### src/rtl/sparhixcel_pkg.sv
// Shared SparHiXcel definitions: weight-load sequencer state encoding and the
// default widths that the SA controller and the weight-load sequencer agree on.
package sparhixcel_pkg;

  localparam int WLS_ADDR_WIDTH    = 16;
  localparam int WLS_N             = 3;
  localparam int WLS_NUM_COL_WIDTH = $clog2(WLS_N + 1);
  localparam int WLS_ROUND_WIDTH   = 4;

  typedef enum logic [2:0] {
    WLS_IDLE  = 3'd0,
    WLS_FETCH = 3'd1,
    WLS_LOAD  = 3'd2,
    WLS_READY = 3'd3,
    WLS_WAIT  = 3'd4,
    WLS_DONE  = 3'd5
  } wls_state_t;

endpackage

### src/rtl/weight_load_sequencer_if.sv
// Command, weight-memory and array-load signals of the weight-load sequencer.
// slave is the sequencer side, master the SA controller / memory / array side.
interface weight_load_sequencer_if
  import sparhixcel_pkg::*;
#(
  parameter int ADDR_WIDTH    = WLS_ADDR_WIDTH,
  parameter int NUM_COL_WIDTH = WLS_NUM_COL_WIDTH,
  parameter int ROUND_WIDTH   = WLS_ROUND_WIDTH
);

  logic                     start_i;
  logic [ADDR_WIDTH-1:0]    base_addr_i;
  logic [NUM_COL_WIDTH-1:0] filter_size_i;
  logic [ROUND_WIDTH-1:0]   n_rounds_i;
  logic                     weight_ready_i;
  logic                     array_busy_i;
  logic [ADDR_WIDTH-1:0]    weight_addr_o;
  logic                     rd_weight_ld_o;
  logic                     load_o;
  logic                     ready_o;
  logic                     busy_o;
  logic                     done_o;
  logic [ROUND_WIDTH-1:0]   round_o;

  modport slave (
    input  start_i, base_addr_i, filter_size_i, n_rounds_i,
           weight_ready_i, array_busy_i,
    output weight_addr_o, rd_weight_ld_o, load_o, ready_o,
           busy_o, done_o, round_o
  );

  modport master (
    output start_i, base_addr_i, filter_size_i, n_rounds_i,
           weight_ready_i, array_busy_i,
    input  weight_addr_o, rd_weight_ld_o, load_o, ready_o,
           busy_o, done_o, round_o
  );

endinterface

### src/rtl/weight_load_sequencer.sv
// Fetches filter_size weight words per round and pulses the array load per word.
// Define SPARHIXCEL_WLS_PREFETCH_EN to overlap the next fetch with the current load.
module weight_load_sequencer
  import sparhixcel_pkg::*;
#(
  parameter int ADDR_WIDTH    = WLS_ADDR_WIDTH,
  parameter int N             = WLS_N,
  parameter int NUM_COL_WIDTH = $clog2(N + 1),
  parameter int ROUND_WIDTH   = WLS_ROUND_WIDTH
) (
  input logic                    clk_i,
  input logic                    rd_weight_rst,
  weight_load_sequencer_if.slave bus
);

  localparam logic [NUM_COL_WIDTH-1:0] MAX_SIZE = NUM_COL_WIDTH'(N);

  wls_state_t               state_q, state_d;
  logic [ADDR_WIDTH-1:0]    addr_q, addr_d;
  logic [ADDR_WIDTH-1:0]    last_q, last_d;
  logic [NUM_COL_WIDTH-1:0] size_q, size_d;
  logic [NUM_COL_WIDTH-1:0] word_q, word_d;
  logic [ROUND_WIDTH-1:0]   rounds_q, rounds_d;
  logic [ROUND_WIDTH-1:0]   round_q, round_d;

  logic                     strobe;
  logic                     loadPulse;
  logic                     readyPulse;
  logic                     donePulse;
  logic                     startLegal;
  logic [NUM_COL_WIDTH-1:0] wordNext;
  logic [ROUND_WIDTH-1:0]   roundNext;

  assign startLegal = (bus.filter_size_i != '0) && (bus.filter_size_i <= MAX_SIZE) &&
                      (bus.n_rounds_i != '0);
  assign wordNext   = word_q + NUM_COL_WIDTH'(1);
  assign roundNext  = round_q + ROUND_WIDTH'(1);

  always_comb begin
    state_d    = state_q;
    addr_d     = addr_q;
    last_d     = last_q;
    size_d     = size_q;
    word_d     = word_q;
    rounds_d   = rounds_q;
    round_d    = round_q;
    strobe     = 1'b0;
    loadPulse  = 1'b0;
    readyPulse = 1'b0;
    donePulse  = 1'b0;

    case (state_q)
      WLS_IDLE: begin
        if (bus.start_i && startLegal) begin
          size_d   = bus.filter_size_i;
          rounds_d = bus.n_rounds_i;
          addr_d   = bus.base_addr_i;
          word_d   = '0;
          round_d  = '0;
          state_d  = WLS_FETCH;
        end
      end
      WLS_FETCH: begin
        if (bus.weight_ready_i) begin
          strobe  = 1'b1;
          state_d = WLS_LOAD;
        end
      end
      WLS_LOAD: begin
        loadPulse = 1'b1;
        word_d    = wordNext;
        if (wordNext == size_q) begin
          state_d = WLS_READY;
        end else begin
`ifdef SPARHIXCEL_WLS_PREFETCH_EN
          // Overlap the next read with this load when memory accepts it.
          if (bus.weight_ready_i) begin
            strobe  = 1'b1;
            state_d = WLS_LOAD;
          end else begin
            state_d = WLS_FETCH;
          end
`else
          state_d = WLS_FETCH;
`endif
        end
      end
      WLS_READY: begin
        readyPulse = 1'b1;
        round_d    = roundNext;
        word_d     = '0;
        state_d    = (roundNext == rounds_q) ? WLS_DONE : WLS_WAIT;
      end
      WLS_WAIT: begin
        if (!bus.array_busy_i) begin
          state_d = WLS_FETCH;
        end
      end
      WLS_DONE: begin
        donePulse = 1'b1;
        state_d   = WLS_IDLE;
      end
      default: begin
        state_d = WLS_IDLE;
      end
    endcase

    // addr_q points at the next word to read; last_q keeps the last one issued.
    if (strobe) begin
      last_d = addr_q;
      addr_d = addr_q + ADDR_WIDTH'(1);
    end
  end

  always_ff @(posedge clk_i or posedge rd_weight_rst) begin
    if (rd_weight_rst) begin
      state_q  <= WLS_IDLE;
      addr_q   <= '0;
      last_q   <= '0;
      size_q   <= '0;
      word_q   <= '0;
      rounds_q <= '0;
      round_q  <= '0;
    end else begin
      state_q  <= state_d;
      addr_q   <= addr_d;
      last_q   <= last_d;
      size_q   <= size_d;
      word_q   <= word_d;
      rounds_q <= rounds_d;
      round_q  <= round_d;
    end
  end

  assign bus.weight_addr_o  = strobe ? addr_q : last_q;
  assign bus.rd_weight_ld_o = strobe;
  assign bus.load_o         = loadPulse;
  assign bus.ready_o        = readyPulse;
  assign bus.done_o         = donePulse;
  assign bus.busy_o         = (state_q != WLS_IDLE);
  assign bus.round_o        = round_q;

endmodule

### src/flat_wrapper.sv
// flat-port wrapper written by rule: the top's interface ports become plain ports
module weight_load_sequencer_flat import sparhixcel_pkg::*;
#(
  parameter int ADDR_WIDTH    = WLS_ADDR_WIDTH,
  parameter int N             = WLS_N,
  parameter int NUM_COL_WIDTH = $clog2(N + 1),
  parameter int ROUND_WIDTH   = WLS_ROUND_WIDTH
)
  (clk_i, rd_weight_rst, bus_start_i, bus_base_addr_i, bus_filter_size_i, bus_n_rounds_i, bus_weight_ready_i, bus_array_busy_i, bus_weight_addr_o, bus_rd_weight_ld_o, bus_load_o, bus_ready_o, bus_busy_o, bus_done_o, bus_round_o);
  weight_load_sequencer_if #(.ADDR_WIDTH(ADDR_WIDTH), .NUM_COL_WIDTH(NUM_COL_WIDTH), .ROUND_WIDTH(ROUND_WIDTH)) bus_i ();
  input logic clk_i;
  input logic rd_weight_rst;
  input wire logic [$bits(bus_i.start_i)-1:0] bus_start_i;
  input wire logic [$bits(bus_i.base_addr_i)-1:0] bus_base_addr_i;
  input wire logic [$bits(bus_i.filter_size_i)-1:0] bus_filter_size_i;
  input wire logic [$bits(bus_i.n_rounds_i)-1:0] bus_n_rounds_i;
  input wire logic [$bits(bus_i.weight_ready_i)-1:0] bus_weight_ready_i;
  input wire logic [$bits(bus_i.array_busy_i)-1:0] bus_array_busy_i;
  output wire logic [$bits(bus_i.weight_addr_o)-1:0] bus_weight_addr_o;
  output wire logic [$bits(bus_i.rd_weight_ld_o)-1:0] bus_rd_weight_ld_o;
  output wire logic [$bits(bus_i.load_o)-1:0] bus_load_o;
  output wire logic [$bits(bus_i.ready_o)-1:0] bus_ready_o;
  output wire logic [$bits(bus_i.busy_o)-1:0] bus_busy_o;
  output wire logic [$bits(bus_i.done_o)-1:0] bus_done_o;
  output wire logic [$bits(bus_i.round_o)-1:0] bus_round_o;
  assign bus_i.start_i = bus_start_i;
  assign bus_i.base_addr_i = bus_base_addr_i;
  assign bus_i.filter_size_i = bus_filter_size_i;
  assign bus_i.n_rounds_i = bus_n_rounds_i;
  assign bus_i.weight_ready_i = bus_weight_ready_i;
  assign bus_i.array_busy_i = bus_array_busy_i;
  assign bus_weight_addr_o = bus_i.weight_addr_o;
  assign bus_rd_weight_ld_o = bus_i.rd_weight_ld_o;
  assign bus_load_o = bus_i.load_o;
  assign bus_ready_o = bus_i.ready_o;
  assign bus_busy_o = bus_i.busy_o;
  assign bus_done_o = bus_i.done_o;
  assign bus_round_o = bus_i.round_o;
  weight_load_sequencer #(.ADDR_WIDTH(ADDR_WIDTH), .N(N), .NUM_COL_WIDTH(NUM_COL_WIDTH), .ROUND_WIDTH(ROUND_WIDTH)) u_core (.clk_i(clk_i), .rd_weight_rst(rd_weight_rst), .bus(bus_i));
endmodule
### config.mk
export PLATFORM = sky130hd
export DESIGN_NAME = weight_load_sequencer_flat
export DESIGN_NICKNAME = d
export VERILOG_FILES = /design/src/rtl/sparhixcel_pkg.sv /design/src/rtl/weight_load_sequencer_if.sv /design/src/rtl/weight_load_sequencer.sv /design/src/flat_wrapper.sv
export SDC_FILE = /design/constraint.sdc
export NUM_CORES = 1
export LEC_CHECK = 0
export ABC_AREA = 1
export CAP_MARGIN = 10
export CORE_MARGIN = 2
export CORE_UTILIZATION = 51
export CTS_CLUSTER_SIZE = 25
export DETAILED_ROUTE_END_ITERATION = 16
export PLACE_DENSITY = 0.79
export SYNTH_ARGS = -nofsm -noshare
export SYNTH_HDL_FRONTEND = slang
export SYNTH_SLANG_ARGS = --single-unit
### constraint.sdc
create_clock -name clk_i -period 1.95 [get_ports clk_i]
set_clock_uncertainty 0.2 [all_clocks]
set_input_delay 0.2925 -clock clk_i [delete_from_list [all_inputs] [get_ports clk_i]]
set_output_delay 0.2925 -clock clk_i [all_outputs]
set_load 0.02 [all_outputs]
==> impl_metrics.ini, run 1 <==
[cts]
root_buffer = clkbuf_8
cts.sinks = 47
cts_tree = done
numCtsBuffers = 5
htree_levels = 2
hold_buffers = 0
clock_latency_ns = 0.30
cts_buffer_depth = 2
cts.clk_slew.worst_paths_ns = 0.09

[global_route]
grt_max_degree = 48
grt_first_pass_wirelength_um = 11400
grt_overflow_total = 0
grt_antenna_before_repair = 0
grt_usage_pct = 26.9
grt_pass1_vias = 2508

[critical_path]
critPathTopFamily = buffers and inverters
worst_setup_path_end_kind = output port
required_ns = 1.46
worstPathBufferInverterCount = 4
critPathMaxFanout = 6
slowest_delay_ns = 0.40
worst_setup_path_start_kind = flip-flop
cp.depth = 8
critical_path_class = reg -> out
crit_chain = inv_2 -> nand2_4 -> nor2_4 -> nand2_4 -> buf_12 -> buf_6 -> o21ai_4 -> buf_6
crit_slowest_cell = dfrtp_1
r2r_cells = 10
arrival_ns = 1.71

[drt]
firstDrtPassIters = 5
drc = 0
viasPerCell = 5.26
wire_per_inst_um = 14.6
vias = 2643
drt-initial-drc-count = 185
ant_nets = 0
wl_um = 7330

[synth]
ys_async_sr_fraction_pct = 100
synth_edf_count = 0
muxShareOfSynthArea_pct = 0
avgSynthCellArea_um2 = 7.56
syn_area_um2 = 2540
synthTopCellsByCount = nand2_1 (109), dfrtp_1 (47), nor2_1 (44), inv_1 (32), nand3_1 (19)
synth_cell_types = 32
yosysMostFrequentCell = nand2_1
syn_inst = 336
synth_adder_area_share_pct = 0.985
synth_simple_gate_area_share_pct = 34.0
ys_ff_latch = 47
synth-compound-area-share_pct = 9.35
synth_area_leader_cell = dfrtp_1
synth_top_cell_area_share_pct = 46.3
synth.top_cells.by_area = dfrtp_1 (46%), nand2_1 (16%), nor2_1 (6.5%)
synth_top_family_by_area = simple AND/OR/NAND/NOR gates
yosys_warnings = 0
ys_dominant_reg_cell = dfrtp_1
synth_seq_area_share_pct = 46.3
synth_nets = 365
synth_xor_area_share_pct = 1.03

[final_layout]
instances_no_fill = 502
final_util_pct = 80.4
drive_above_1_share_pct = 31.0
n_antenna_cell = 0
fin_nets = 463
syn_to_final_growth_pct = 50.4

[sta]
tightest_slew_ns = 0.287
slew_viol_final = 0
worst_slack_ns = -0.248
slew_headroom_pct = 80.8
rsz0062_at_grt = true
post-route-min-period_ns = 2.20
fin_crit_sh_pct = 113
setup_viol = 17
holdWs_ns = 0.145
max_freq_mhz = 455
final_hold_viol_count = 0

[placement]
gp_congestion = 0.876
place_hpwl_um = 4480
pre_cts_ws_ns = -0.572
port-buffer-count = 51
dpl.cell_count = 474

[floorplan]
fp.dieW_um = 74.6
coreArea_um2 = 4750
ios = 52
start_util_pct = 53.4
fp-row-count = 25
die_h_um = 74.6
dieArea_um2 = 5560

[pwr]
total_power_mw = 6.15
p_per_area_nw_per_um2 = 1610
ir_worst_vdd_mv = 0.849
cellLeakagePower_nw = 1.87

[flow_run]
drv_cap = 0

[worst_hold_path]
hold_class = in -> async

[status]
failed_checks = setup timing
status = finished with violations
[layout make-up]
type	instances	area (um^2)
multi-input combinational	243	1350
sequential	47	1180
timing repair buffer	101	996
fill	318	933
inverter	36	135
tap	67	83.8
clock buffer	7	76.3
clock inverter	1	5.00
[cells by family (layout without fill, tap and decap cells)]
family	count (synthesis)	after routing
AO/OA/AOI/OAI	41	41
XOR/XNOR	3	3
adder cells (fa/ha/maj)	2	2
buffers and inverters	46	145
flip-flops	47	47
AND/OR/NAND/NOR	197	197
[worst register-to-register path: cells and delay by family (launching register included)]
| family | cells | cell delay [ns] |
|---|---|---|
| buf+inv | 4 | 0.55 |
| flops | 1 | 0.40 |
| simple gates | 6 | 0.70 |
[cell usage in the layout, fill, tap and decap left out, types with 6 or more instances in the layout]
| cell | netlist | layout |
|---|---|---|
| inv_1 | 32 | 30 |
| dfrtp_1 | 47 | 46 |
| buf_4 | 3 | 43 |
| o21ai_0 | 7 | 6 |
| nor2_4 | 1 | 7 |
| nand2_2 | 2 | 9 |
| nand3_1 | 19 | 18 |
| nand2_4 | 1 | 9 |
| o21ai_1 | 17 | 12 |
| clkdlybuf4s50_1 | 0 | 29 |
| nand2_1 | 109 | 94 |
| nor2_1 | 44 | 37 |
| buf_6 | 3 | 17 |
| nor2_2 | 7 | 8 |
| inv_2 | 4 | 6 |
[layer usage]
metal  vias to the layer above  share of wire (%)  GRT usage (%)
met5                         -                  0              0
met4                         0                2.3           9.13
met3                        16                5.3           4.88
met2                        84                 53           47.7
met1                      1279                 40           32.9
li1                       1264                  -              -
[metrics by stage]
stage               TNS (ns)  instance area (um^2)
floorplan                  0                  2540
global placement       -7.89                  3340
detailed placement     -8.48                  3340
CTS                    -1.90                  3700
global route           -4.18                  3820
finish                 -2.71                  3820
[sequential cells by signal, indices dropped and copies added (netlist names)]
name and count:
u_core.addr_q 16, u_core.last_q 16, u_core.bus.round_o 4, u_core.rounds_q 4
u_core.state_q 3, u_core.size_q 2, u_core.word_q 2
[power by group]
group	internal, mW	leakage (nW)	switching, mW
registers	1.42	0.573	0.405
clock network	0.253	0.0422	0.336
logic	1.73	1.26	2.01
total	3.40	1.87	2.75
[repair_timing]
action | in CTS | in global routing
endpoints found under the setup margin | 21 | 22
gates resized for setup | 142 | 28
buffers inserted | 9 | 9
hold endpoints to repair | 0 | 0
gates cloned | 3 | 0
pin swaps | 6 | 4
[final timing paths]
| path | startpoint | end | slack [ns] |
|---|---|---|---|
| max | u_core.state_q[1] | bus_weight_addr_o[5] | -0.25 |
| min reg2reg | u_core.last_q[13] | u_core.last_q[13] | 0.30 |
| max reg2reg | u_core.state_q[1] | u_core.addr_q[1] | 0.04 |
| max in group asynchronous | rd_weight_rst | u_core.state_q[0] | 1.18 |
| min in group clk_i | u_core.last_q[13] | u_core.last_q[13] | 0.30 |
| min | rd_weight_rst | u_core.last_q[3] | 0.14 |
Power figures use the tool's default switching activity.
==> run 2, diff against run 1 <==
Settings changed: CELL_PAD_IN_SITES_DETAIL_PLACEMENT set to 1, CELL_PAD_IN_SITES_GLOBAL_PLACEMENT set to 2, CORE_UTILIZATION 51 to 29, PLACE_DENSITY 0.79 to not set, PLACE_DENSITY_LB_ADDON set to 0.1.
==> impl_metrics.ini, run 2 (same netlist as run 1, synthesis figures left out) <==
[sta]
slew_headroom_pct = 81.4
slew_viol_final = 0
tightest_slew_ns = 0.279
fin_crit_sh_pct = 112
post-route-min-period_ns = 2.18
rsz0062_at_grt = true
worst_slack_ns = -0.229
final_hold_viol_count = 0
setup_viol = 18
max_freq_mhz = 459
fin_tns_setup_ns = -2.75

[critical_path]
critical_path_class = reg -> out
arrival_ns = 1.69
critPathMaxFanout = 6
rr_startpoint = u_core.state_q[1]
worst_setup_path_start_kind = flip-flop
crit_end = bus_weight_addr_o[8]
required_ns = 1.46
startpoint = u_core.state_q[1]
r2r_cells = 11
worst_setup_path_end_kind = output port
reg2reg_to = u_core.addr_q[7]
regToRegSetupSlack_ns = -0.02

[global_route]
grt_pass1_vias = 2766
grt_max_degree = 38
grt_usage_pct = 17.9
grt_first_pass_wirelength_um = 13700
grt_antenna_before_repair = 0
grt_overflow_total = 0

[pwr]
p_per_area_nw_per_um2 = 1600
switchingPower_mw = 2.95
internal_power_mw = 3.65
p_comb_share_pct = 62.7
seq_power_share_pct = 27.9
switching_share_pct = 44.7
clockPowerShare_pct = 9.4
ir_worst_vdd_mv = 0.562
cellLeakagePower_nw = 1.98

[floorplan]
die_h_um = 97.6
coreArea_um2 = 8590
dieArea_um2 = 9530
fp.dieW_um = 97.6
start_util_pct = 29.6
ios = 52
fp-row-count = 34

[cts]
cts.clk_slew.worst_paths_ns = 0.10
cts.sinks = 47
cts_buffer_depth = 2
cts_tree = done
htree_levels = 2
clock_latency_ns = 0.30
numCtsBuffers = 5
root_buffer = clkbuf_8

[drt]
firstDrtPassIters = 4
drt-initial-drc-count = 54
ant_nets = 0
drc = 0
wire_per_inst_um = 15.6
viasPerCell = 4.76
vias = 2645
wl_um = 8650

[placement]
place_area_um2 = 3440
port-buffer-count = 51
dpl.cell_count = 522
place_hpwl_um = 5480
gp_congestion = 0.738

[status]
status = finished with violations
failed_checks = setup timing

[worst_hold_path]
hold_class = in -> async

[final_layout]
instances_no_fill = 556
mostFrequentLayoutCells = nand2_1 (90), buf_4 (51), dfrtp_1 (46)
largestRegisters = u_core.addr_q x16, u_core.last_q x16
mostFrequentLayoutCell = nand2_1
n_antenna_cell = 0
drive_above_1_share_pct = 36.4
syn_to_final_growth_pct = 62.7
final_cell_area_um2 = 4140
fin_nets = 477
fillers = 1023

[flow_run]
drv_cap = 0
==> run 2: changes by cell type in the layout (fill, tap and decap cells not counted), moves of 4 or more <==
cell / before / now
buf_6: 17 / 21
buf_4: 43 / 51
nor2_1: 37 / 30
nand2_1: 94 / 90
nor2_2: 8 / 13
nand2_4: 9 / 13
==> run 2: worst max-delay path, cell delays in order, from the launching register on <==
cell and delay (ns):
dfrtp_1 0.40, inv_2 0.11, nand2_4 0.07, nor2_4 0.18, nand2_8 0.13, buf_12 0.18, nor2_4 0.13, nor2_2 0.06
buf_6 0.13
==> run 2: routing by layer <==
metal / vias up / track usage [%] / share of wire, %
li1: 1289 / - / -
met1: 1321 / 21.5 / 42
met2: 33 / 34.1 / 56
met3: 2 / 2.16 / 2.0
met4: 0 / 3.21 / 0.43
met5: - / 0 / 0
==> run 2: layout make-up <==
cell class	instances	area, um^2	area share [%]
tap	108	135	3.27
timing repair buffer	114	1130	27.4
clock buffer	6	82.6	2.00
inverter	36	135	3.27
sequential	47	1180	28.5
clock inverter	1	5.00	0.121
multi-input combinational	244	1470	35.5
==> run 2: per-stage QoR <==
stage                     worst slack [ns]  util (%)  total power [mW]  hold WS [ns]
after global routing                -0.312      48.1              7.08        0.0571
after floorplan                     0.0296         -              3.48         0.202
after global placement              -0.542      40.0              4.78         0.261
final                               -0.229      48.1              6.60        0.0364
after CTS                           -0.221      45.4              6.18        0.0425
after detailed placement            -0.567      40.0              4.84         0.272
==> run 2: power groups by stage <==
| stage | clock (mW) | combinational (mW) | sequential, mW |
|---|---|---|---|
| finish | 0.623 | 4.14 | 1.84 |
| global route | 0.686 | 4.49 | 1.90 |
| CTS | 0.657 | 3.73 | 1.79 |
| detailed placement | 0 | 3.08 | 1.76 |
| global placement | 0 | 3.02 | 1.76 |
| floorplan | 0 | 1.76 | 1.72 |
==> run 2: what timing repair did <==
action	in CTS	in global routing
endpoints found under the hold margin	0	0
pin swaps	5	14
cloned	4	1
buffers inserted	11	13
hold buffers	0	0
setup endpoints to repair	21	36
resized for setup	156	55
==> run 2: worst min path at each step <==
stage,start,to
2_1_floorplan,bus_n_rounds_i[1],u_core.rounds_q[1]
3_3_place_gp,u_core.last_q[10],u_core.last_q[10]
3_5_place_dp,u_core.last_q[1],u_core.last_q[1]
4_1_cts,rd_weight_rst,u_core.last_q[5]
5_1_grt,rd_weight_rst,u_core.last_q[5]
6_report,rd_weight_rst,u_core.last_q[5]
==> run 3, diff against run 2 <==
Settings changed: TNS_END_PERCENT set to 5.
==> impl_metrics.ini, run 3 (same netlist as run 1, synthesis figures left out) <==
[status]
status = finished with violations
failed_checks = setup timing

[drt]
wire_per_inst_um = 14.1
viasPerCell = 4.63
firstDrtPassIters = 4
vias = 2480
wl_um = 7530
drt-initial-drc-count = 59
ant_nets = 0
drc = 0

[cts]
cts.clk_slew.worst_paths_ns = 0.09
numCtsBuffers = 5
clock_latency_ns = 0.30
htree_levels = 2
cts.sinks = 47
cts_tree = done
hold_buffers = 0
cts_buffer_depth = 2
root_buffer = clkbuf_8

[critical_path]
crit_slowest_cell = dfrtp_1
crit_chain = inv_2 -> nand2_2 -> nor2_4 -> nand2_4 -> buf_8 -> nor2_4 -> nor2_1 -> buf_4
r2r_cells = 10
critPathTopFamily = simple AND/OR/NAND/NOR gates
path_common_cell = nor2_4
arrival_ns = 1.56
required_ns = 1.46
regToRegSetupSlack_ns = 0.14
worst_setup_path_end_kind = output port
critical_path_class = reg -> out
slowest_delay_ns = 0.40
worstPathBufferInverterCount = 3
critPathMaxFanout = 5
rr_startpoint = u_core.state_q[1]
reg2reg_to = u_core.addr_q[8]
worst_setup_path_start_kind = flip-flop

[global_route]
grt_max_degree = 38
grt_pass1_vias = 2600
grt_first_pass_wirelength_um = 12700
grt_antenna_before_repair = 0
grt_usage_pct = 16.4
grt_overflow_total = 0

[placement]
gp_congestion = 0.738
port-buffer-count = 51
place_hpwl_um = 5480
place_area_um2 = 3440

[sta]
fin_crit_sh_pct = 105
fin_tns_setup_ns = -1.27
rsz0062_at_grt = true
slew_headroom_pct = 81.9
post-route-min-period_ns = 2.05
max_freq_mhz = 488
final_hold_viol_count = 0
worst_slack_ns = -0.0997
slew_viol_final = 0
tightest_slew_ns = 0.271
setup_viol = 16

[final_layout]
final_cell_area_um2 = 3710
syn_to_final_growth_pct = 45.8
mostFrequentLayoutCell = nand2_1
n_antenna_cell = 0
fin_nets = 457
mostFrequentLayoutCells = nand2_1 (103), dfrtp_1 (46), buf_4 (42)
largestRegisters = u_core.addr_q x16, u_core.last_q x16
final_util_pct = 43.1
drive_above_1_share_pct = 27.6

[pwr]
p_per_area_nw_per_um2 = 1540
ir_worst_vdd_mv = 0.500
cellLeakagePower_nw = 1.84
total_power_mw = 5.72

[floorplan]
start_util_pct = 29.6
fp-row-count = 34
dieArea_um2 = 9530
coreArea_um2 = 8590
die_h_um = 97.6
ios = 52
fp.dieW_um = 97.6

[flow_run]
drv_cap = 0

[worst_hold_path]
hold_class = in -> async
-- run 3: area by class of cell --
type | count | area (um^2)
Sequential cell | 47 | 1180
Inverter | 36 | 135
Fill cell | 1066 | 4890
Timing Repair Buffer | 95 | 903
Tap cell | 108 | 135
Clock buffer | 6 | 82.6
Clock inverter | 1 | 5.00
Multi-Input combinational cell | 243 | 1270
-- run 3: how the worst max path moves through the flow --
stage                            start                    end  slack [ns]  depth (start not counted)
global route         u_core.state_q[2]   bus_weight_addr_o[9]       -0.20                          7
finish               u_core.state_q[1]  bus_weight_addr_o[11]        -0.1                          8
detailed placement  bus_weight_ready_i   bus_weight_addr_o[9]       -0.57                          7
floorplan            u_core.state_q[2]  bus_weight_addr_o[11]        0.03                          7
CTS                  u_core.state_q[1]  bus_weight_addr_o[11]       -0.26                          8
global placement    bus_weight_ready_i   bus_weight_addr_o[9]       -0.54                          7
-- run 3: where the power goes --
group,total [mW],internal (mW),switching [mW]
Combinational,3.33,1.47,1.85
Clock,0.619,0.280,0.340
Sequential,1.77,1.42,0.358
-- run 3: what timing repair did --
action,4_1_cts,5_1_grt
setup endpoints to repair,21,31
cloned,1,0
gates resized for setup,107,35
setup buffers,0,6
pin swaps,2,4
-- run 3: worst register-to-register path, cell delays in order, from the launching register on --
cell and delay [ns]:
dfrtp_1 0.40, inv_2 0.09, nand2_2 0.07, nor2_4 0.14, nand2_4 0.10, buf_12 0.17, buf_4 0.15, buf_4 0.14
o21ai_2 0.14, o21ai_1 0.08, o21ai_1 0.07
-- run 3: per-stage QoR --
| step | std cells | setup WS, ns | hold WS [ns] |
|---|---|---|---|
| final | 536 | -0.0997 | 0.0341 |
| after global routing | 536 | -0.196 | 0.0503 |
| after CTS | 530 | -0.257 | 0.0425 |
| after detailed placement | 522 | -0.567 | 0.272 |
| after global placement | 522 | -0.542 | 0.261 |
| after floorplan | 336 | 0.0296 | 0.202 |
-- run 3: layer usage --
layer	part of all wire, %	global-route usage (%)
met1	46	20.6
met2	51	30.1
met3	2.4	2.37
met4	0.48	3.21
met5	0	0
==> edit: new RTL, config.mk and constraints of run 1 <==
The package constant `WLS_ROUND_WIDTH` goes from 4 to 6.
--- a/src/rtl/sparhixcel_pkg.sv
+++ b/src/rtl/sparhixcel_pkg.sv
@@ -7,3 +7,3 @@
   localparam int WLS_NUM_COL_WIDTH = $clog2(WLS_N + 1);
-  localparam int WLS_ROUND_WIDTH   = 4;
+  localparam int WLS_ROUND_WIDTH   = 6;
 
Ports: changed (resized bus_n_rounds_i and bus_round_o); port bits go from 52 to 56. The function was not compared with the original's and may differ.
==> edit against run 1 <==
  * The run still ends with negative setup slack left
  * Routed wire length rose by 23%
  * Maximum frequency fell by 2.8%
  * Global-route usage about the same
  * Total power up 11%
  * Setup slack lost 0.063 ns
  * Synthesized area rose by 6.5%
  * Sequential cell count rose by 4
  * Cell count increased by 4.4%
  * Design area grew 7.7%
  * Critical endpoint is now bus_weight_addr_o[0]
==> edit: results (changes against run 1) <==
| Metric | Value |
|---|---|
| Status | finished, violations left (unchanged) |
| Failing checks | negative setup slack (unchanged) |
| Reg area | 0.00128 sq mm (was 0.00118 sq mm) |
| Max IR drop VDD | 0.982 mV (was 0.849 mV) |
| Routed wl met3 | 635 microns (was 388 microns) |
| Power consumption | 6.84 mW (was 6.15 mW) |
| Leakage | 2.00 nW (was 1.87 nW) |
| Most common library cells after synthesis | nand2_1, dfrtp_1, inv_1 (was nand2_1, dfrtp_1, nor2_1) |
| NonClk Buf Share | 0.254 (was 0.261) |
| Net count after synthesis | 375 (was 365) |
| Final setup violation count | 43 (was 17) |
| Reg2reg end | u_core.addr_q[14]$_DFFE_PP0P_ (was u_core.addr_q[1]$_DFFE_PP0P_) |
| Post-Syn Area | 0.00271 sq mm (was 0.00254 sq mm) |
| # fillers | 323 (was 318) |
| Largest net degree at the start of global routing | 31 (was 48) |
| Metal-1 WL | 3520 microns (was 2920 microns) |
| Setup ws final | -0.311 ns (was -0.248 ns) |
| Sequential cell power | 1.92 mW (was 1.82 mW) |
| Pre-CTS WS | -0.573 ns (was -0.572 ns) |
| Area contributors post-synth | dfrtp_1, nand2_1, o21ai_0, inv_1, nand3_1 (was dfrtp_1, nand2_1, nor2_1, inv_1, nand3_1) |
| Clock buffer count | 5 (was 7) |
| GR Util All Layers | 0.269 (about the same) |
| Routed length per instance | 17.2 microns (was 14.6 microns) |
| Final Non-Filler Cells | 524 (was 502) |
| Vias | 2,948 (was 2,643) |
| Synth cell types | 37 (was 32) |
| Switching pwr | 3.01 mW (was 2.75 mW) |
| Met2 Use GR | 0.447 (was 0.477) |
| Mean area per synthesized cell | 7.87 sq um (was 7.56 sq um) |
| GR Layer Usage met3 | 0.0529 (was 0.0488) |
| Clock-cell share of area | 0.0331 (was 0.0213) |
| Worst slew pin tran | 0.394 ns (was 0.287 ns) |
| Fraction of area in multi-input gates | 0.333 (was 0.353) |
| Fin nets | 484 (was 463) |
| Vias in the first global route | 2,674 (was 2,508) |
| Post-DP Area | 0.00354 sq mm (was 0.00334 sq mm) |
| Tightest hold margin | 0.137 ns (was 0.145 ns) |
| Clock group power | 884 uW (was 589 uW) |
| Multi-input logic cell count | 238 (was 243) |
edit: through the flow:
stage | TNS, ns | utilization
2_1_floorplan | -0.327 | -
3_3_place_gp | -9.56 | 0.693
3_5_place_dp | -10.24 | 0.693
4_1_cts | -2.96 | 0.761
5_1_grt | -8.13 | 0.806
6_report | -4.82 | 0.806
edit: cell families after synthesis:
group / Yosys count / share of synthesized area
xor gates and xnor gates: 8 / 0.0259
DFF: 51 / 0.471
and+or+nand+nor: 166 / 0.272
muxes: 2 / 0.00786
adders and majority gates: 2 / 0.00924
AOI/OAI and AO/OA: 59 / 0.123
buffers and inverters: 56 / 0.0906
edit: repair_timing:
| item | in CTS | in global routing |
|---|---|---|
| resized for setup | 123 | 54 |
| hold endpoints to repair | 0 | 0 |
| pin swaps | 3 | 8 |
| setup buffers | 7 | 15 |
| endpoints found under the setup margin | 26 | 43 |
| gates cloned | 2 | 1 |
